--- src/rtl/reg_serializer.sv ---
// rtl/reg_serializer.sv - captures an N-bit word on Load and streams it LSB first over a valid/ready serial link
// Optional feature macro: PARITY_EN (appends one even-parity beat after the data bits)
module reg_serializer #(
   parameter int N = 32
) (
   input  logic         clk,
   input  logic         CLR,
   input  logic [N-1:0] DataIn,
   input  logic         Load,
   input  logic         SerReady,
   output logic         SerOut,
   output logic         SerValid,
   output logic         Busy,
   output logic         Done
);

   localparam int CW = (N > 1) ? $clog2(N) : 1;
   localparam logic [CW-1:0] LAST_BIT = CW'(N - 1);

`ifdef PARITY_EN
   typedef enum logic [1:0] {
      IDLE  = 2'd0,
      SHIFT = 2'd1,
      DONE  = 2'd2,
      PAR   = 2'd3
   } state_t;
`else
   typedef enum logic [1:0] {
      IDLE  = 2'd0,
      SHIFT = 2'd1,
      DONE  = 2'd2
   } state_t;
`endif

   state_t         state;
   logic [N-1:0]   shiftReg;
   logic [CW-1:0]  bitCount;
   logic           serValidQ;
   logic           busyQ;
   logic           doneQ;
`ifdef PARITY_EN
   logic           parBit;
`endif

   // The serial bit is always shiftReg[0]: the register is zero outside a word,
   // and the parity bit is loaded into bit 0 for the parity beat.
   assign SerOut   = shiftReg[0];
   assign SerValid = serValidQ;
   assign Busy     = busyQ;
   assign Done     = doneQ;

   // Serializer FSM: capture in IDLE, one bit per accepted beat, single-cycle Done pulse.
   always_ff @(posedge clk) begin
      if (CLR) begin
         state     <= IDLE;
         shiftReg  <= '0;
         bitCount  <= '0;
         serValidQ <= 1'b0;
         busyQ     <= 1'b0;
         doneQ     <= 1'b0;
`ifdef PARITY_EN
         parBit    <= 1'b0;
`endif
      end else begin
         case (state)
            IDLE: begin
               if (Load) begin
                  shiftReg  <= DataIn;
                  bitCount  <= '0;
`ifdef PARITY_EN
                  parBit    <= ^DataIn;
`endif
                  serValidQ <= 1'b1;
                  busyQ     <= 1'b1;
                  state     <= SHIFT;
               end
            end
            SHIFT: begin
               if (SerReady) begin
                  if (bitCount == LAST_BIT) begin
                     // Count stops at N-1 instead of wrapping.
`ifdef PARITY_EN
                     shiftReg <= {{(N-1){1'b0}}, parBit};
                     state    <= PAR;
`else
                     shiftReg  <= '0;
                     serValidQ <= 1'b0;
                     doneQ     <= 1'b1;
                     state     <= DONE;
`endif
                  end else begin
                     shiftReg <= shiftReg >> 1;
                     bitCount <= bitCount + 1'b1;
                  end
               end
            end
`ifdef PARITY_EN
            PAR: begin
               if (SerReady) begin
                  shiftReg  <= '0;
                  serValidQ <= 1'b0;
                  doneQ     <= 1'b1;
                  state     <= DONE;
               end
            end
`endif
            DONE: begin
               // Load is ignored here; the next word is taken from IDLE.
               doneQ <= 1'b0;
               busyQ <= 1'b0;
               state <= IDLE;
            end
            default: begin
               state <= IDLE;
            end
         endcase
      end
   end

endmodule
--- config.mk ---
export PLATFORM = sky130hd
export DESIGN_NAME = reg_serializer
export DESIGN_NICKNAME = d
export VERILOG_FILES = /design/src/rtl/reg_serializer.sv
export SDC_FILE = /design/constraint.sdc
export NUM_CORES = 1
export LEC_CHECK = 0
export CAP_MARGIN = 20
export CORE_UTILIZATION = 38
export DETAILED_ROUTE_END_ITERATION = 8
export HOLD_SLACK_MARGIN = 0.05
export SYNTH_ARGS = -nofsm -noshare
export SYNTH_HDL_FRONTEND = slang
export SYNTH_SLANG_ARGS = --single-unit
--- constraint.sdc ---
create_clock -name clk -period 2.7 [get_ports clk]
set_input_delay 0.675 -clock clk [delete_from_list [all_inputs] [get_ports clk]]
set_output_delay 0.675 -clock clk [all_outputs]
set_load 0.1 [all_outputs]
Word-level counts from Yosys, hierarchy flattened
Index checks and enable logic that the tools add are counted.
Widths: inputs -> output; s select.
Storage, ports and cells
  flip-flop bits (word level): 42
  bits in latches: 0
  RAM bits: 0
  ROM bits: 0
  input bits: 36
  output and inout port bits: 4
  logic and storage cells: 44
  memories kept: 0
Operators by class
  add/subtract/negate cells: 1
  multiply operators: 0
  divide/modulo/power cells: 0
  order comparisons: 0
  equality and inequality tests: 7
  shift operators: 0
  multiplexer cells: 20
  bitwise gates (word level): 0
  reductions and logical operators: 10
Operators by type and width (count)
  $mux 32: 2
  $pmux 32 s2: 1
  $mux 31: 1
  $mux 5: 3
  $pmux 5 s2: 1
  $reduce_and 3->1: 3
  $ne 2x2->1 const B: 4
  $reduce_and 4->1: 2
  $mux 2: 3
  $pmux 1 s2: 3
  $reduce_bool 2->1: 3
  $add 5x1->5 const B: 1
  $eq 5x5->1 const B: 1
  $mux 1: 5
  $pmux 2 s2: 1
  $eq 2x1->1 const B: 1
  $eq 2x2->1 const B: 1
  $logic_not 2->1: 1
  $reduce_and 2->1: 1

Depth between registers and ports, before layout
  depth in word-level cells: 4
  mapped depth: 7
  depth with buffers taken out: 6

Worst setup path after synthesis
Ideal clock, no wire load.
  path kind: reg2reg
  start point: reg bitCount[0]
  end point: reg shiftReg[0]
  setup time: 0.132 ns
  arrival time: 1.751 ns
  path slack: 0.817 ns
  cell stages (with the launch flop): 8
  path buffers: 1
  cells stage by stage: dfxtp_1 > ha_1 > and3_1 > ha_1 > buf_2 > and4bb_2 > a2111oi_2 > nor3_1
Between the ends
  word-level cells in the longest chain between the ends: 4
Ends and longest elaborated chain
  start: declaration: line 37  | logic [CW-1:0] bitCount;
  start signal: assignment: line 93  | bitCount <= bitCount + 1'b1;
  $eq 5x5->1: line 80  | if (bitCount == LAST_BIT) begin
  $mux 31: line 80
  $mux 32: line 79  | if (SerReady) begin
  $pmux 32 s2: line 65  | case (state)
  end signal: assignment: line 68  | shiftReg <= DataIn;
  end signal: assignment: line 92  | shiftReg <= shiftReg >> 1;
  end: declaration: line 36  | logic [N-1:0] shiftReg;
Every way passes these cells. The select of a mux whose other input is x is not followed.
A chain may end at the register's enable or synchronous reset.

Worst setup path in the final report
  start point: reg bitCount[0]
  end point: reg shiftReg[17]
Same word-level chain as after synthesis.

==> results.toml <==
[timing]
drv_slew = 0
setup_tns_ps = 0
setup_violations = 0
holdWs_ps = 482
clock.fmax_mhz = 457
fin_crit_ps = 2190
rsz0062_at_grt = "no"
hold_viol = 0
finalCritPeriodShare = 0.810
skew_ps = 11.9
tightest_slew_ps = 592
max_slew_margin = 0.606

[finish]
layout-drive-gt1-share = 0.282
layout.nets = 315
fillers = 608
diodes = 0
syn_to_final_growth_pct = 23.5

[drt]
routed-via-count = 2060
viasPerCell = 5.82
dr.pass1.iters = 4
first_iter_violations = 90
drtAntennaViolNets = 0
wl_per_cell_um = 16.7
drc = 0
postRouteWirelength_mm = 5.91

[logic_synthesis]
ys.warnings.count = 0
synth-xor-area-share = 0
synth_compound_area_frac = 0.292
syn_inst = 243
async_flop_share = 0
ys_seq_elements = 42
yosys.area_share.adder = 0.0151
synth_cell_types = 42
synth_common_cells = "dfxtp_1, a21oi_1, a2111oi_2"
synth.yosys.seq_area_share = 0.338
synth_top_area_cell = "dfxtp_1"
yosysMostFrequentCell = "dfxtp_1"
yosys-top-cells-area = "dfxtp_1, a2111oi_2, nor4bb_1"
synth_edf_count = 0
ys.flop_type = "dfxtp_1"
synth_nets = 282
synth_area_mm2 = 0.00249
synthMuxAreaShare = 0.0116
synthSimpleGateAreaFrac = 0.265
synth_top_family_by_area = "compound AO/OA/AOI/OAI gates"
yosysTopAreaCellShare = 0.338
syn_area_per_cell_um2 = 10.2

[grt]
gr-usage-met3 = 0.0328
antenna_found_initial = 0
grtUsageMet2 = 0.289
grt_usage = 0.179
grt_max_degree = 32
gr-total-overflow = 0
busiest_layer = "met2"
grt_util_met1 = 0.246
grt_first_pass_wirelength_mm = 10.2
grt_pass1_vias = 2038

[floorplanning]
start_util = 0.392
coreArea_mm2 = 0.00635
ioPinCount = 40
die_h_um = 82.9
die_area_mm2 = 0.00687
rows = 29
dieWidth_um = 82.9

[hold_path]
hold_end = "shiftReg[31]"
whs_path_depth = 2
min_from = "shiftReg[31]"
hold_path.class = "reg2reg"

[cts]
root_buffer = "clkbuf_8"
cts_sinks = 42
path_clk_slew_ps = 90
post_cts_buffers = 0
numCtsBuffers = 5
cts_buffer_depth = 2
clock_latency_ps = 300
cts_tree = "built"
htree_levels = 2

[critical_path]
rr_endpoint = "shiftReg[17]"
crit_arrival_ps = 2370
r2r-start = "bitCount[0]"
rrSetupSlack_ps = 510
critPathCaptureType = "register"
crit_fanout = 23
cp-start-kind = "register"
path_class = "reg2reg"
ff2ff_path_depth = 7
critical_path_required_ps = 2880

[placed_design]
io_buffers = 39
dp.final_hpwl_mm = 3.76
gp_congestion = 0.759

[status]
status = "finished clean"

[pwr]
powerDensity_mw_per_mm2 = 549
leakagePower_nw = 1.03
ir_worst_vdd_mv = 0.335

[job]
drv_cap = 0
## what timing repair did
action	4_1_cts	5_1_grt
resized for setup	0	1
endpoints found under the setup margin	0	1
hold buffers	0	0
## sequential cells by signal, indices dropped and copies added (netlist names)
register and count:
Busy 1, Done 1, SerValid 1, bitCount 5, shiftReg 32, state 2
## layout by cell type, fill, tap and decap left out, drive strengths merged
| cell type | instances |
|---|---|
| a31oi | 1 |
| inv | 4 |
| o2bb2ai | 3 |
| nand4b | 1 |
| and3b | 2 |
| o21ai | 4 |
| nor2b | 2 |
| clkbuf | 6 |
| and3 | 1 |
| nor3b | 1 |
| bufinv | 2 |
| a211oi | 1 |
| dfxtp | 42 |
| ha | 3 |
| a311o | 1 |
| mux2i | 1 |
| clkdlybuf4s50 | 35 |
| nor2 | 2 |
| nor4bb | 25 |
| clkinv | 1 |
| a41oi | 1 |
| nand3 | 1 |
| and4bb | 6 |
| mux2 | 1 |
| o21a | 1 |
| o221a | 1 |
| nand2b | 2 |
| or4 | 1 |
| a2111oi | 31 |
| nor4 | 1 |
| buf | 21 |
| nand2 | 6 |
| nor3 | 32 |
| a21oi | 34 |
## how the worst max path moves through the flow
stage | slack, ps | endpoint | start | depth (start not counted)
after floorplan | 820 | shiftReg[0] | bitCount[0] | 7
after global placement | 290 | shiftReg[25] | bitCount[0] | 6
after detailed placement | 240 | shiftReg[17] | bitCount[0] | 7
after CTS | 220 | shiftReg[17] | bitCount[0] | 7
after global routing | 310 | shiftReg[17] | bitCount[0] | 7
final | 510 | shiftReg[17] | bitCount[0] | 7
## routing by layer
layer  share of wire  vias up
met1            0.49      988
met4          0.0046        0
met2            0.47       39
li1                -     1031
met5               0        -
met3           0.037        2
## final cells by class
cell class / count / area, um^2 / share of cell area
sequential: 42 / 842 / 0.274
multi-input combinational: 166 / 1460 / 0.477
tap: 77 / 96.3 / 0.0314
inverter: 5 / 18.8 / 0.00611
clock inverter: 2 / 60.1 / 0.0196
timing repair buffer: 56 / 508 / 0.165
clock buffer: 6 / 82.6 / 0.0269
## power by group
part	switching, mW	internal, mW	leakage [nW]
Combinational	0.186	0.187	0.607
Sequential	0.0241	0.671	0.348
Clock	0.222	0.395	0.0714
## critical path, stage by stage, from the launching register on
cell,delay (ps)
dfxtp_1,380
ha_1,210
and3_1,200
ha_2,470
buf_4,270
nor4bb_1,80
a2111oi_2,400
nor3_2,60
## metrics by stage
step	total power, mW	util	std cells	setup slack (ps)	cell area, um^2
2_1_floorplan	0.978	-	243	817	2490
3_3_place_gp	1.08	0.461	346	288	2930
3_5_place_dp	1.09	0.461	346	235	2930
4_1_cts	1.71	0.483	354	215	3070
5_1_grt	1.78	0.484	354	313	3070
6_report	1.69	0.484	354	512	3070
## cells by family after synthesis
group,after synthesis
muxes,2
buffers and inverters,35
adders and majority gates,3
DFF,42
AOI/OAI and AO/OA,78
and+or+nand+nor,83
No activity file was read; power rests on OpenSTA's default activity.
